### src/rtl/corevx_ptw_multilevel.sv
// Multi-level page table walker: resolves a virtual page to a physical page
// by reading 32-bit PTEs over an ArmleoBus master port, with superpages at any level.
module corevx_ptw_multilevel #(
  parameter  int LEVELS   = 2,
  parameter  int CHECK_AD = 1,
  localparam int VA_W     = LEVELS*10+12
) (
  input  logic            clk,
  input  logic            rst_n,
  input  logic            resolve_request,
  output logic            resolve_ack,
  input  logic [VA_W-1:0] resolve_virtual_address,
  input  logic            resolve_write,
  output logic            resolve_done,
  output logic            resolve_pagefault,
  output logic            resolve_accessfault,
  output logic [7:0]      resolve_access_bits,
  output logic [21:0]     resolve_physical_address,
  output logic [1:0]      resolve_level,
  input  logic            satp_mode,
  input  logic [21:0]     satp_ppn,
  output logic            m_transaction,
  output logic [2:0]      m_cmd,
  output logic [33:0]     m_address,
  input  logic            m_transaction_done,
  input  logic [2:0]      m_transaction_response,
  input  logic [31:0]     m_rdata
);
  localparam logic [2:0] CMD_NONE     = 3'd0;
  localparam logic [2:0] CMD_READ     = 3'd1;
  localparam logic [2:0] RESP_SUCCESS = 3'd0;

  typedef enum logic [1:0] {IDLE, READ, DONE} state_e;

  state_e      state_q, state_d;
  logic [1:0]  level_q, level_d;
  logic [21:0] table_ppn_q, table_ppn_d;
  logic [29:0] vpn_q, vpn_d;
  logic        write_q, write_d;
  logic        gap_q, gap_d;
  logic        pf_q, pf_d;
  logic        af_q, af_d;
  logic [7:0]  bits_q, bits_d;
  logic [21:0] ppn_q, ppn_d;
  logic [1:0]  rlvl_q, rlvl_d;

  logic [2:0][9:0] vpn;
  logic [33:0]     va_ext;
  logic [21:0]     pte_ppn, low_mask, leaf_ppn;
  logic            pte_v, pte_r, pte_w, pte_x;
  logic            misaligned, ad_fail, term;
  logic            unused_bits;

  assign vpn      = vpn_q;
  assign va_ext   = 34'(resolve_virtual_address);
  assign pte_ppn  = m_rdata[31:10];
  assign pte_v    = m_rdata[0];
  assign pte_r    = m_rdata[1];
  assign pte_w    = m_rdata[2];
  assign pte_x    = m_rdata[3];
  assign unused_bits = ^{va_ext[11:0], resolve_virtual_address[11:0], m_rdata[9:8]};

  // PPN slices below the current level must be zero for a superpage leaf,
  // and are replaced by the matching VPN slices in the result.
  always_comb begin
    low_mask = '0;
    if (level_q >= 2'd1) low_mask[9:0]   = '1;
    if (level_q >= 2'd2) low_mask[19:10] = '1;
  end

  assign misaligned = |(pte_ppn & low_mask);
  assign leaf_ppn   = (pte_ppn & ~low_mask) | ({2'b00, vpn[1], vpn[0]} & low_mask);
  assign ad_fail    = (CHECK_AD != 0) && (!m_rdata[6] || (write_q && !m_rdata[7]));

  assign resolve_ack   = (state_q == IDLE) && resolve_request;
  assign resolve_done  = (state_q == DONE);
  assign m_transaction = (state_q == READ) && !gap_q;
  assign m_cmd         = m_transaction ? CMD_READ : CMD_NONE;
  assign m_address     = {table_ppn_q, vpn[level_q], 2'b00};

  assign resolve_pagefault        = pf_q;
  assign resolve_accessfault      = af_q;
  assign resolve_access_bits      = bits_q;
  assign resolve_physical_address = ppn_q;
  assign resolve_level            = rlvl_q;

  always_comb begin
    state_d     = state_q;
    level_d     = level_q;
    table_ppn_d = table_ppn_q;
    vpn_d       = vpn_q;
    write_d     = write_q;
    gap_d       = 1'b0;
    pf_d        = pf_q;
    af_d        = af_q;
    bits_d      = bits_q;
    ppn_d       = ppn_q;
    rlvl_d      = rlvl_q;
    term        = 1'b0;
    case (state_q)
      IDLE: begin
        if (resolve_request) begin
          vpn_d   = 30'(resolve_virtual_address[VA_W-1:12]);
          write_d = resolve_write;
          if (!satp_mode) begin
            state_d = DONE;
            pf_d    = 1'b0;
            af_d    = 1'b0;
            bits_d  = 8'hCF;
            ppn_d   = va_ext[33:12];
            rlvl_d  = 2'd0;
          end else begin
            state_d     = READ;
            level_d     = 2'(LEVELS-1);
            table_ppn_d = satp_ppn;
          end
        end
      end
      READ: begin
        if (!gap_q && m_transaction_done) begin
          term = 1'b1;
          pf_d = 1'b0;
          af_d = 1'b0;
          if (m_transaction_response != RESP_SUCCESS)
            af_d = 1'b1;
          else if (!pte_v || (pte_w && !pte_r))
            pf_d = 1'b1;
          else if (pte_r || pte_x)
            pf_d = misaligned || ad_fail;
          else if (level_q == 2'd0)
            pf_d = 1'b1;
          else begin
            // Pointer: descend, leaving the bus idle for one cycle.
            term        = 1'b0;
            pf_d        = pf_q;
            af_d        = af_q;
            level_d     = level_q - 2'd1;
            table_ppn_d = pte_ppn;
            gap_d       = 1'b1;
          end
          if (term) begin
            state_d = DONE;
            bits_d  = m_rdata[7:0];
            ppn_d   = leaf_ppn;
            rlvl_d  = level_q;
          end
        end
      end
      DONE:    state_d = IDLE;
      default: state_d = IDLE;
    endcase
  end

  always_ff @(posedge clk or negedge rst_n) begin
    if (!rst_n) begin
      state_q     <= IDLE;
      level_q     <= '0;
      table_ppn_q <= '0;
      vpn_q       <= '0;
      write_q     <= 1'b0;
      gap_q       <= 1'b0;
      pf_q        <= 1'b0;
      af_q        <= 1'b0;
      bits_q      <= '0;
      ppn_q       <= '0;
      rlvl_q      <= '0;
    end else begin
      state_q     <= state_d;
      level_q     <= level_d;
      table_ppn_q <= table_ppn_d;
      vpn_q       <= vpn_d;
      write_q     <= write_d;
      gap_q       <= gap_d;
      pf_q        <= pf_d;
      af_q        <= af_d;
      bits_q      <= bits_d;
      ppn_q       <= ppn_d;
      rlvl_q      <= rlvl_d;
    end
  end
endmodule

### config.mk
export PLATFORM = sky130hd
export DESIGN_NAME = corevx_ptw_multilevel
export DESIGN_NICKNAME = d
export VERILOG_FILES = /design/src/rtl/corevx_ptw_multilevel.sv
export SDC_FILE = /design/constraint.sdc
export NUM_CORES = 1
export LEC_CHECK = 0
export BUFFER_PORTS_ARGS = -buffer_cell sky130_fd_sc_hd__buf_2
export CAP_MARGIN = 20
export CELL_PAD_IN_SITES_DETAIL_PLACEMENT = 0
export CELL_PAD_IN_SITES_GLOBAL_PLACEMENT = 2
export CORE_MARGIN = 2
export CORE_UTILIZATION = 32
export CTS_CLUSTER_DIAMETER = 100
export CTS_CLUSTER_SIZE = 16
export DETAILED_ROUTE_END_ITERATION = 10
export HOLD_SLACK_MARGIN = 0.08
export MAX_ROUTING_LAYER = met4
export PLACE_DENSITY = 0.93
export RECOVER_POWER = 25
export SLEW_MARGIN = 5
export SYNTH_ARGS = -nofsm -noshare
export SYNTH_HDL_FRONTEND = slang
export SYNTH_SLANG_ARGS = --single-unit
### constraint.sdc
create_clock -name clk -period 6.75 [get_ports clk]
set_input_delay 1.35 -clock clk [delete_from_list [all_inputs] [get_ports clk]]
set_output_delay 1.35 -clock clk [all_outputs]
set_load 0.01 [all_outputs]
==> results.json, run 1 <==
{
  "min_path_type": "flip-flop to flip-flop",
  "crit_type": "flip-flop to flip-flop",
  "maxCapViolCount": 1,
  "utilization_pct": 42.6,
  "floorplan.core_area_sq_um": 12600,
  "timing.critical_path.arrival_ns": 3.78,
  "cts.path.max_buffers": 2,
  "ir_drop_uv": 171,
  "tightest_slew_ns": 2.25,
  "startpoint_type": "flip-flop",
  "pin_count": 169,
  "cp_max_fo": 13,
  "drc": 0,
  "wl_met3_um": 515,
  "drt-met1-wl_um": 5020,
  "drt_wl_total_um": 11100,
  "overflow": 0,
  "yosys_register_bits": 82,
  "final_layout_size_suffix_gt1_share_pct": 54.0,
  "wl_per_cell_um": 17.0,
  "place.gp.congestion": 0.801,
  "endpoint_kind": "flip-flop",
  "dieArea_sq_um": 13900,
  "htree_levels": 3,
  "numCtsBuffers": 9,
  "drt_iter0_markers": 149,
  "die_h_um": 118,
  "outcome": "finished, violations left",
  "fin_worst_skew_ns": 0.00707,
  "vias": 3093,
  "routed.top_layer": "met4",
  "grt_max_degree": 83,
  "synth_cell_type_count": 36,
  "routed_via_density": 4.76,
  "leakage_nw": 2.69,
  "power_per_cell_area_nw_per_um2": 462,
  "rsz0062_at_grt": "false",
  "synthCells": 330,
  "ys_top_cells_by_area": "dfrtp_1 50%, mux2_2 18%, mux2i_1 7.5%",
  "ctsResizeCount": 0,
  "grt_use_total_pct": 17.0,
  "worstPathRequired_ns": 6.96,
  "fillers": 1253,
  "cpPeakStageDelay_ns": 0.77,
  "antenna_found_initial": 0,
  "relSlewSlack_pct": -50.1,
  "fin_tns_setup_ns": 0,
  "core.rowCount": 41,
  "postRouteAntennaNets": 0,
  "firstDrtPassIters": 5,
  "grt_pass1_vias": 3333,
  "met2_length_um": 5380,
  "final-setup-viol-count": 0,
  "nets": 570,
  "period_share_pct": 52.9,
  "path_cells": "inv_1, ha_1, nor4_2, nand3_1, a2111o_1, buf_4, mux2_4",
  "syn_area_per_cell_sq_um": 12.6,
  "cp_slowest_cell": "a2111o_1",
  "synth_area_sq_um": 4140,
  "slew_violations": 38,
  "io_buffer_count": 150,
  "numClockSinks": 82,
  "seq_area_frac_synth_pct": 49.5,
  "fmax_ghz": 0.280,
  "start_util_pct": 32.8,
  "hold_violations": 0,
  "cts-root-buf": "clkbuf_16",
  "dieWidth_um": 118,
  "synth_area_leader_cell": "dfrtp_1",
  "multi_input_area_sq_um": 1940,
  "synth_top_cell_area_share_pct": 49.5,
  "yosysWarnings": 0,
  "grt_pass1_wl_um": 17900,
  "clk_pin_slew_ns": 0.06,
  "diodes": 0,
  "syn_to_final_growth_pct": 29.7,
  "period_minus_slack_ns": 3.57,
  "final-seq-area_sq_um": 2050,
  "holdBufCountCts": 0,
  "cts_tree": "built",
  "violations": "max-capacitance violations, max-slew violations",
  "clk-insertion-delay-late_ns": 0.33,
  "cts_setup_buffers": 0,
  "dp_hpwl_um": 8070
}
==> sequential cells by signal, summed over array words and instances (netlist names) <==
register / cells
gap_q: 1
level_q: 2
resolve_access_bits: 8
resolve_accessfault: 1
resolve_level: 2
resolve_pagefault: 1
resolve_physical_address: 22
state_q: 2
table_ppn_q: 22
vpn: 20
write_q: 1
==> cells by family (layout without fill, tap and decap cells) <==
| kind of cell | count (synthesis) | count (layout) | share of synthesized area [%] |
|---|---|---|---|
| simple gates | 55 | 55 | 6.43 |
| buf+inv | 31 | 176 | 4.05 |
| compound gates | 43 | 43 | 7.10 |
| other cells | 1 | 4 | 0.0905 |
| fa+ha+maj | 2 | 2 | 0.604 |
| flops | 82 | 82 | 49.5 |
| mux | 116 | 116 | 32.2 |
==> power breakdown <==
| group | leakage, nW | switching, mW | internal (mW) |
|---|---|---|---|
| clock network | 0.160 | 0.193 | 0.361 |
| logic | 1.56 | 0.487 | 0.554 |
| registers | 0.971 | 0.159 | 0.727 |
| total | 2.69 | 0.839 | 1.64 |
==> through the flow <==
stage	setup WS (ns)	area (sq um)	hold slack (ns)	total power, mW	std cells
2_1_floorplan	3.29	4160	0.473	1.58	333
3_3_place_gp	3.15	5010	0.468	1.92	633
3_5_place_dp	3.13	5010	0.473	1.96	633
4_1_cts	3.12	5350	0.486	2.52	649
5_1_grt	2.93	5370	0.494	2.65	650
6_report	3.18	5370	0.483	2.48	650
==> final timing paths <==
kind | from | to | slack (ns) | cells after the start
max | level_q[0]$_DFFE_PN0P_ | table_ppn_q[18]$_DFFE_PN0P_ | 3.18 | 7
max in group asynchronous | rst_n | table_ppn_q[5]$_DFFE_PN0P_ | 3.77 | 1
max reg2reg | level_q[0]$_DFFE_PN0P_ | table_ppn_q[18]$_DFFE_PN0P_ | 3.18 | 7
min in group asynchronous | rst_n | table_ppn_q[13]$_DFFE_PN0P_ | 1.68 | 1
min | resolve_access_bits[0]$_DFFE_PN0P_ | resolve_access_bits[0]$_DFFE_PN0P_ | 0.48 | 1
min reg2reg | resolve_access_bits[0]$_DFFE_PN0P_ | resolve_access_bits[0]$_DFFE_PN0P_ | 0.48 | 1
==> area by class of cell <==
type,instances,share of cell area [%]
Sequential cell,82,38.2
Multi-Input combinational cell,220,36.2
Timing Repair Buffer,155,15.0
Clock buffer,11,4.33
Tap cell,172,4.00
Clock inverter,5,1.91
Inverter,5,0.396
==> routing by layer <==
metal	vias to the layer above	GRT usage, %
met5	-	-
met4	0	4.89
met3	10	3.29
met2	102	27.1
met1	1511	22.0
li1	1470	-
==> synth_stat cells (all sizes together) <==
| cell type | count |
|---|---|
| a32o | 1 |
| o2bb2ai | 1 |
| and3 | 1 |
| a21oi | 2 |
| nor4 | 5 |
| nand2 | 20 |
| nor2b | 3 |
| a211oi | 1 |
| mux2 | 85 |
| nand3 | 1 |
| buf | 18 |
| a2111o | 2 |
| ha | 2 |
| nor3b | 1 |
| mux2i | 31 |
| and3b | 1 |
| conb | 1 |
| o2111ai | 1 |
| o22a | 6 |
| a31oi | 2 |
| dfrtp | 82 |
| o21ai | 20 |
| nand2b | 3 |
| a22o | 7 |
| clkbuf | 8 |
| nor2 | 15 |
| or3 | 2 |
| nor3 | 3 |
| inv | 5 |
==> cells in the final DEF, fill, tap and decap left out, types with 6 or more instances in the layout <==
master     instances
a22o_1             7
buf_2            149
clkbuf_16          9
dfrtp_1           82
mux2_2            67
mux2_4            18
mux2i_1           31
nand2_1           20
nor2_1            15
o21ai_0           20
o22a_1             6
==> worst max-delay path, delay by kind of cell, from the launching register on <==
kind | cells | cell delay, ns
muxes | 1 | 0.31
buffers and inverters | 2 | 0.55
adders and majority gates | 1 | 0.52
DFF | 1 | 0.72
AOI/OAI and AO/OA | 1 | 0.77
and+or+nand+nor | 2 | 0.57
Note: power is estimated with default switching activity, not from simulation.
==> run 2, diff against run 1 <==
--- a/config.mk
+++ b/config.mk
@@ -10,13 +10,13 @@
 export CELL_PAD_IN_SITES_DETAIL_PLACEMENT = 0
 export CELL_PAD_IN_SITES_GLOBAL_PLACEMENT = 2
 export CORE_MARGIN = 2
-export CORE_UTILIZATION = 32
+export CORE_UTILIZATION = 30
 export CTS_CLUSTER_DIAMETER = 100
 export CTS_CLUSTER_SIZE = 16
 export DETAILED_ROUTE_END_ITERATION = 10
 export HOLD_SLACK_MARGIN = 0.08
 export MAX_ROUTING_LAYER = met4
-export PLACE_DENSITY = 0.93
+export PLACE_DENSITY = 0.89
 export RECOVER_POWER = 25
 export SLEW_MARGIN = 5
 export SYNTH_ARGS = -nofsm -noshare
==> constraint.sdc (replaced) <==
create_clock -name clk -period 3.3 [get_ports clk]
set_input_delay 0.66 -clock clk [delete_from_list [all_inputs] [get_ports clk]]
set_output_delay 0.66 -clock clk [all_outputs]
set_load 0.01 [all_outputs]
==> run 2 against run 1 <==
  * The flow still finishes with violations (max-capacitance violations, max-slew violations)
  * Clock skew is 0.0021 ns lower
  * Sequential share of layout area is 0.37 points lower
  * Flip-flop and latch count stayed put
  * Die area is 6.4% higher
  * Non-clock buffer count is 4 higher
  * Largest power group unchanged
==> results.json, run 2 (synthesis results as in run 1) <==
{
  "crit_family": "flip-flops",
  "ir_drop_uv": 364,
  "cp_slowest_cell": "dfrtp_1",
  "drt_iter0_markers": 116,
  "dp_hpwl_um": 8500,
  "pin_count": 169,
  "drt_wl_total_um": 11600,
  "place_ws_ns": 0.585,
  "antenna_found_initial": 0,
  "crit_buf_inv": 2,
  "htree_levels": 3,
  "min_path_type": "flip-flop to flip-flop",
  "drc": 0,
  "cts.path.max_buffers": 2,
  "clk-insertion-delay-late_ns": 0.34,
  "worstPathRequired_ns": 3.53,
  "cp_max_fo": 27,
  "clk_pin_slew_ns": 0.06,
  "place.gp.congestion": 0.753,
  "final_common_cell": "buf_2",
  "dieArea_sq_um": 14800,
  "tightest_slew_ns": 2.32,
  "slew_violations": 40,
  "numClockSinks": 82,
  "firstDrtPassIters": 4,
  "vias": 3182,
  "power_per_cell_area_nw_per_um2": 954,
  "die_h_um": 122,
  "cts-root-buf": "clkbuf_16",
  "fin_worst_skew_ns": 0.00495,
  "timing.critical_path.arrival_ns": 2.89,
  "relSlewSlack_pct": -54.9,
  "dieWidth_um": 122,
  "holdBufCountCts": 0,
  "setup_ws_ns": 0.636,
  "grt_pass1_wl_um": 17700,
  "maxCapViolCount": 1,
  "endpoint_kind": "flip-flop",
  "path_cells": "inv_1, ha_1, nor4_2, and3_1, a2111o_1, inv_4, mux2_2",
  "cpPeakStageDelay_ns": 0.67,
  "core.rowCount": 42,
  "hold-worst-slack_ns": 0.486,
  "cts_tree": "built",
  "period_minus_slack_ns": 2.66,
  "startpoint_type": "flip-flop",
  "crit_type": "flip-flop to flip-flop",
  "overflow": 0,
  "ctsResizeCount": 0,
  "postRouteAntennaNets": 0,
  "violations": "max-capacitance violations, max-slew violations",
  "floorplan.core_area_sq_um": 13300,
  "period_share_pct": 80.7,
  "rsz0062_at_grt": "false",
  "wl_per_cell_um": 17.7,
  "cts_setup_buffers": 0,
  "routed_via_density": 4.84,
  "nets": 574,
  "finalNonFillerCells": 658,
  "numCtsBuffers": 9,
  "outcome": "finished, violations left",
  "layout_common_cells": "149 x buf_2, 82 x dfrtp_1, 67 x mux2_2, 31 x mux2i_1",
  "start_util_pct": 31.0,
  "io_buffer_count": 150,
  "fin_tns_setup_ns": 0,
  "fmax_ghz": 0.375,
  "fillers": 1288,
  "final_layout_size_suffix_gt1_share_pct": 54.8,
  "grt_use_total_pct": 16.6,
  "leakage_nw": 2.71,
  "grt_max_degree": 83,
  "final-setup-viol-count": 0,
  "place_inst": 641,
  "diodes": 0,
  "syn_to_final_growth_pct": 30.9,
  "grt_pass1_vias": 3263,
  "hold_violations": 0
}
## run 2: cell types whose count changed in the layout (fill, tap and decap cells not counted)
cell / delta
buf_4: +4
clkbuf_1: -2
clkbuf_8: +1
clkinv_2: -1
clkinv_4: +1
clkinvlp_4: +1
## run 2: final timing paths
check / depth (start not counted) / end / slack, ns / startpoint
max: 7 / resolve_physical_address[5]$_DFFE_PN0P_ / 0.64 / level_q[1]$_DFFE_PN0P_
min: 1 / resolve_access_bits[7]$_DFFE_PN0P_ / 0.49 / resolve_access_bits[7]$_DFFE_PN0P_
max reg2reg: 7 / resolve_physical_address[5]$_DFFE_PN0P_ / 0.64 / level_q[1]$_DFFE_PN0P_
min reg2reg: 1 / resolve_access_bits[7]$_DFFE_PN0P_ / 0.49 / resolve_access_bits[7]$_DFFE_PN0P_
max in group asynchronous: 1 / resolve_level[1]$_DFFE_PN0P_ / 0.96 / rst_n
min in group asynchronous: 1 / table_ppn_q[11]$_DFFE_PN0P_ / 1.00 / rst_n
## run 2: per-stage QoR
step | utilization, % | area (sq um) | power, mW
after global placement | 37.8 | 5050 | 3.97
after global routing | 40.7 | 5430 | 5.51
final | 40.7 | 5430 | 5.18
after detailed placement | 37.8 | 5050 | 4.04
after floorplan | - | 4160 | 3.22
after CTS | 40.5 | 5400 | 5.25
## run 2: layout make-up
cell class                 count  area (sq um)  share of cell area (%)
sequential                    82          2050                    37.8
multi-input combinational    220          1940                    35.8
timing repair buffer         159           837                    15.4
clock buffer                  10           239                    4.40
tap                          176           220                    4.06
clock inverter                 6           114                    2.10
inverter                       5          21.3                   0.392
## run 2: power by group
group / total [mW] / switching, mW / internal [mW]
sequential: 1.82 / 0.335 / 1.49
combinational: 2.17 / 1.03 / 1.15
clock: 1.18 / 0.423 / 0.761
total: 5.18 / 1.78 / 3.39
## run 2: metal layers
metal	share of wire [%]	global-route usage (%)
met3	7.0	5.20
met2	48	26.4
met1	43	20.3
met5	0	-
met4	1.7	5.46
